File: src/rtl/pc_fetch_unit.sv
// pc_fetch_unit: architectural PC register and instruction fetch sequencer.
// Holds the PC, issues fetches to instruction memory, advances by 4 per
// completed fetch, loads redirect targets and flags misaligned targets.
module pc_fetch_unit #(
    parameter logic [31:0] RESET_PC = 32'h0000_0000
) (
    input  logic        clock,
    input  logic        reset,
    input  logic        redirect_valid,
    input  logic [31:0] redirect_target,
    input  logic        stall,
    output logic        imem_req,
    output logic [31:0] imem_addr,
    input  logic        imem_ready,
    input  logic [31:0] imem_rdata,
    output logic [31:0] pc_out,
    output logic        inst_valid,
    output logic [31:0] inst_out,
    output logic [31:0] inst_pc,
    output logic        misalign_err
);

    typedef enum logic [1:0] {
        BOOT  = 2'd0,
        FETCH = 2'd1,
        HOLD  = 2'd2,
        ERR   = 2'd3
    } state_t;

    state_t      state, state_n;
    logic [31:0] pc_n, inst_out_n, inst_pc_n;
    logic        inst_valid_n, misalign_n;

    // Request and address are decoded, so an async reset drops the request at once.
    assign imem_req  = (state == FETCH);
    assign imem_addr = pc_out;

    // State register.
    always_ff @(posedge clock or posedge reset) begin
        if (reset) state <= BOOT;
        else       state <= state_n;
    end

    // Next-state and next-value decode; redirect overrides everything.
    always_comb begin
        state_n      = state;
        pc_n         = pc_out;
        inst_out_n   = inst_out;
        inst_pc_n    = inst_pc;
        inst_valid_n = inst_valid;
        misalign_n   = misalign_err;
        if (redirect_valid) begin
            // Flush: any same-cycle memory response is dropped and PC does not step.
            pc_n         = redirect_target;
            inst_valid_n = 1'b0;
            if (redirect_target[1:0] == 2'b00) begin
                state_n    = FETCH;
                misalign_n = 1'b0;
            end else begin
                state_n    = ERR;
                misalign_n = 1'b1;
            end
        end else begin
            case (state)
                BOOT: state_n = FETCH;
                FETCH: begin
                    if (imem_ready) begin
                        inst_out_n   = imem_rdata;
                        inst_pc_n    = pc_out;
                        inst_valid_n = 1'b1;
                        pc_n         = pc_out + 32'd4;
                        state_n      = stall ? HOLD : FETCH;
                    end else if (!stall) begin
                        // Current instruction accepted, nothing new arrived.
                        inst_valid_n = 1'b0;
                    end
                end
                HOLD: begin
                    if (!stall) begin
                        inst_valid_n = 1'b0;
                        state_n      = FETCH;
                    end
                end
                ERR: inst_valid_n = 1'b0;
                default: state_n = BOOT;
            endcase
        end
    end

    // Architectural PC and fetched-instruction output registers.
    always_ff @(posedge clock or posedge reset) begin
        if (reset) begin
            pc_out       <= RESET_PC;
            inst_out     <= 32'd0;
            inst_pc      <= 32'd0;
            inst_valid   <= 1'b0;
            misalign_err <= 1'b0;
        end else begin
            pc_out       <= pc_n;
            inst_out     <= inst_out_n;
            inst_pc      <= inst_pc_n;
            inst_valid   <= inst_valid_n;
            misalign_err <= misalign_n;
        end
    end

endmodule
File: config.mk
export PLATFORM = sky130hd
export DESIGN_NAME = pc_fetch_unit
export DESIGN_NICKNAME = d
export VERILOG_FILES = /design/src/rtl/pc_fetch_unit.sv
export SDC_FILE = /design/constraint.sdc
export NUM_CORES = 1
export LEC_CHECK = 0
export BUFFER_PORTS_ARGS = -buffer_cell sky130_fd_sc_hd__buf_2
export CAP_MARGIN = 20
export CORE_MARGIN = 5
export CORE_UTILIZATION = 43
export CTS_CLUSTER_SIZE = 16
export DETAILED_ROUTE_END_ITERATION = 8
export PLACE_DENSITY = 0.76
export SYNTH_ARGS = -nofsm -noshare
export SYNTH_HDL_FRONTEND = slang
export SYNTH_SLANG_ARGS = --single-unit
File: constraint.sdc
create_clock -name clock -period 3.1 [get_ports clock]
set_input_delay 0.62 -clock clock [delete_from_list [all_inputs] [get_ports clock]]
set_output_delay 0.62 -clock clock [all_outputs]
set_load 0.005 [all_outputs]
; Word level (Yosys, flattened, before mapping)
; Cells that the tools add are included.
[word_totals]
out_inout_bits = 131
ff_bits = 100
[classes]
eq_ne = 5
addsub = 1
muxes = 14
n_reduce_logical = 9
bitwise = 1
[op_table]
columns = operator, n
row1 = two-way mux 32 bit, 3
row2 = adder 32 x 3 -> 32 bit (second input constant), 1
row3 = two-way mux 2 bit, 5
row4 = nonzero test 4 bit, 2
row5 = one-hot mux 2 bit (3 select lines), 1
row6 = AND reduction 3 bit, 2
row7 = == test 2 bit (second input constant), 2
row8 = zero test 2 bit, 2
row9 = two-way mux 1 bit, 4
row10 = nonzero test 2 bit, 2
row11 = != test 3 x 2 -> 1 bit (second input constant), 1
row12 = != test 3 bit (second input constant), 1
row13 = one-hot mux 1 bit (3 select lines), 1
row14 = == test 2 x 1 -> 1 bit (second input constant), 1
row15 = AND reduction 2 bit, 1
row16 = inverter 1 bit, 1

; Logic depth before layout (Yosys ltp)
[logic_depth]
depth_word = 4
depth_mapped = 6

; Least setup slack after synthesis
; No wires, ideal clock.
[synth_path]
path_kind = input -> register
from = in imem_ready
to = reg pc_out[31] (netlist: imem_addr[31])
t_arrival_ps = 1861
stages = 5
path_slack_ps = 1101
n_path_buf = 1
path_cell_list = nand3b_1 > buf_2 > nor4_2 > a21oi_1 > or4_1
[synth_via]
elab_chain_len = 2
[synth_lines]
columns = element, line_no
row1 = "start, declared", 14  ; input logic imem_ready,
row2 = nonzero test 2 bit (no source line), n/a
row3 = AND reduction 2 bit (no source line), n/a
row4 = "end signal, assigned", 99  ; pc_out <= pc_n;
row5 = "end, declared", 16  ; output logic [31:0] pc_out,
; Every way passes these cells.
; A chain may end at the register's enable or synchronous reset.

; Final worst setup path
[layout_path]
from = reg pc_out[5] (netlist: imem_addr[5])
to = reg pc_out[21] (netlist: imem_addr[21])
[layout_via]
elab_chain_len = 4
[layout_lines]
columns = element, line_no
row1 = adder 32 x 3 -> 32 bit, 71  ; pc_n = pc_out + 32'd4;
row2 = two-way mux 32 bit, 67  ; if (imem_ready) begin
row3 = two-way mux 32 bit, 64  ; case (state)
row4 = two-way mux 32 bit, 52  ; if (redirect_valid) begin
; Every way passes these cells. The select of a mux whose other input is x is not followed.

==> impl_metrics.json <==
{
  "synth_top_flop_cell": "dfrtp_1",
  "cp-end-kind": "flip-flop",
  "drv_cap": 0,
  "peakVddDrop_mv": 0.316,
  "die_h_um": 114,
  "whs_ns": 0.383,
  "cts_max_level": 3,
  "hold_buffers": 0,
  "leakagePower_nw": 2.75,
  "min_period_ns": 2.24,
  "hold_class": "in2async",
  "drt-total-wl_mm": 11.6,
  "fmax_mhz": 447,
  "gp_congestion": 0.795,
  "drive_gt1_share_pct": 52.4,
  "rows": 38,
  "drt_iter0_drc": 148,
  "status": "finished clean",
  "setup-violations-final": 0,
  "area_growth_pct": 24.7,
  "reg2reg_slack_ns": 0.86,
  "finish.utilization_pct": 54.2,
  "slew_headroom_pct": 55.0,
  "cts_tree": "done",
  "swShare_pct": 27.6,
  "numCtsBuffers": 9,
  "syn_area_per_cell_um2": 11.7,
  "rsz0062_at_grt": "no",
  "cp.arrival_ns": 2.43,
  "viasPerCell": 5.22,
  "die_w_um": 114,
  "ys_async_sr_fraction_pct": 100,
  "synth_edf_count": 0,
  "clkPwrFrac_pct": 26.0,
  "worst_pin_slew_ns": 0.670,
  "clock_path_buffers": 2,
  "power_frac_comb_pct": 23.5,
  "finClkSkew_ns": 0.0151,
  "syn_nets": 470,
  "cts-root-buf": "clkbuf_8",
  "finalHoldViolCount": 0,
  "grt_pass1_wl_mm": 18.5,
  "fin_setup_tns_ns": 0,
  "antennaDiodeCount": 0,
  "cts_post_setup_buffers_inserted": 0,
  "place.port_buffers": 199,
  "ctsResizeCount": 0,
  "final_max_slew_viol_count": 0,
  "grt_pass1_vias": 3756,
  "r2r_start": "imem_addr[5]",
  "die-area_um2": 13100,
  "io_pins": 200,
  "syn_inst": 400,
  "yosys_warnings": 0,
  "synth.distinct_cells": 41,
  "clk_latency_ns": 0.35,
  "clk_pin_slew_ns": 0.10,
  "drtPass1Iterations": 4,
  "grt_max_degree": 101,
  "criticalPathCategory": "reg2reg",
  "ant_nets": 0,
  "synth_area_um2": 4670,
  "synth_largest_area_cell": "dfrtp_1",
  "drcViolationCount": 0,
  "seqPwrFrac_pct": 50.5,
  "reg2regPathDepth": 4,
  "powerDensity_nw_per_um2": 609,
  "clock_sinks": 100,
  "vias": 3701,
  "seq_area_frac_synth_pct": 53.5,
  "layout.nets": 634,
  "crit_required_ns": 3.29,
  "internal-power_mw": 2.57,
  "worstPathMaxFanout": 13,
  "post_drt_wl_per_cell_um": 16.4,
  "core_um2": 10700,
  "reg2reg_to": "imem_addr[21]",
  "synth_area_leaders": "dfrtp_1, mux2_2, buf_4",
  "fin_crit_sh_pct": 72.2,
  "startpoint_type": "flip-flop",
  "track_usage_pct": 17.7,
  "initial_core_util_pct": 43.5,
  "p_switching_mw": 0.977,
  "dp_hpwl_mm": 8.64,
  "antenna_found_initial": 1,
  "yosysTopAreaCellShare_pct": 53.5,
  "ys_ff_latch": 100,
  "grt_remaining_overflow": 0
}
[cell usage after synthesis (3+ instances only)]
cell / count
a21oi_1: 5
a31oi_1: 7
and2_1: 4
and4_1: 5
buf_2: 10
buf_4: 32
clkbuf_1: 10
dfrtp_1: 100
inv_1: 7
mux2_2: 66
nand2_1: 35
nand3_1: 10
nand4_1: 7
nor2_1: 14
nor3_1: 6
nor4_1: 6
o21ai_0: 19
o311ai_0: 10
o31ai_1: 3
or2_2: 5
or3_1: 4
or4_1: 6
xnor2_1: 11
[critical path, stage by stage, from the launching register on]
cell	delay [ns]
dfrtp_1	0.48
nand4_1	0.31
or4_4	0.66
o311ai_0	0.39
o311ai_0	0.23
[stage by stage]
| stage | setup WS [ns] | power [mW] | area [µm²] | cells |
|---|---|---|---|---|
| after global placement | 0.887 | 2.63 | 5600 | 693 |
| final | 0.862 | 3.55 | 5830 | 709 |
| after CTS | 0.881 | 3.61 | 5830 | 709 |
| after floorplan | 1.10 | 2.23 | 4680 | 400 |
| after global routing | 0.606 | 3.76 | 5830 | 709 |
| after detailed placement | 0.832 | 2.68 | 5600 | 693 |
[state kept, by name (all words and copies together) (netlist names)]
name and cells:
inst_pc 32, inst_valid 1, inst_out 32, misalign_err 1, state 2, imem_addr 32
[metal layers]
layer	routed length (µm)	track usage [%]	part of all wire, %
met2	6020	30.6	52
met4	165	6.18	1.4
met3	843	3.86	7.2
met1	4590	21.7	39
met5	13	0	0.11
[power by group through the flow]
stage / Clock, mW / Combinational, mW / Sequential [mW]
4_1_cts: 0.954 / 0.854 / 1.80
5_1_grt: 1.01 / 0.916 / 1.84
3_5_place_dp: 0 / 0.852 / 1.82
6_report: 0.923 / 0.832 / 1.79
3_3_place_gp: 0 / 0.828 / 1.80
2_1_floorplan: 0 / 0.410 / 1.82
[cell families (layout without fill, tap and decap cells)]
family                   Yosys count  in the layout  share of synthesized area [%]
AND/OR/NAND/NOR                  112            112                           13.4
flip-flops                       100            100                           53.5
multiplexers                      67             67                           16.1
buffers and inverters             59            228                           7.58
AO/OA/AOI/OAI                     48             48                           6.61
XOR/XNOR                          12             12                           2.25
adder cells (fa/ha/maj)            2              2                          0.482
[worst max-delay path by stage]
stage	from	end	slack (ns)	depth (start not counted)
after global placement	imem_ready	imem_addr[29]	0.89	5
after CTS	imem_addr[5]	imem_addr[21]	0.88	4
after detailed placement	imem_ready	imem_addr[21]	0.83	5
final	imem_addr[5]	imem_addr[21]	0.86	4
after global routing	imem_addr[2]	imem_addr[24]	0.61	5
after floorplan	imem_ready	imem_addr[31]	1.10	5
[cell usage in the layout, fill, tap and decap left out, types with 2 or more instances in the layout]
master / count
a21oi_1: 5
a31oi_1: 7
and2_1: 4
and4_1: 5
buf_12: 2
buf_2: 199
buf_4: 4
clkbuf_8: 14
dfrtp_1: 100
inv_1: 6
mux2_2: 66
nand2_1: 35
nand3_1: 10
nand4_1: 7
nor2_1: 14
nor3_1: 6
nor4_1: 6
o21ai_0: 19
o311ai_0: 10
o31ai_1: 3
or2_2: 5
or3_1: 4
or4_1: 6
xnor2_1: 11
[layout make-up]
class,count,area (µm²)
inverters,7,30.0
clock inverters,2,38.8
fillers,979,4920
flip-flops and latches,100,2500
multi-input cells,241,1820
clock buffers,14,193
well taps,140,175
repair buffers,205,1070
Power figures use the tool's default switching activity.
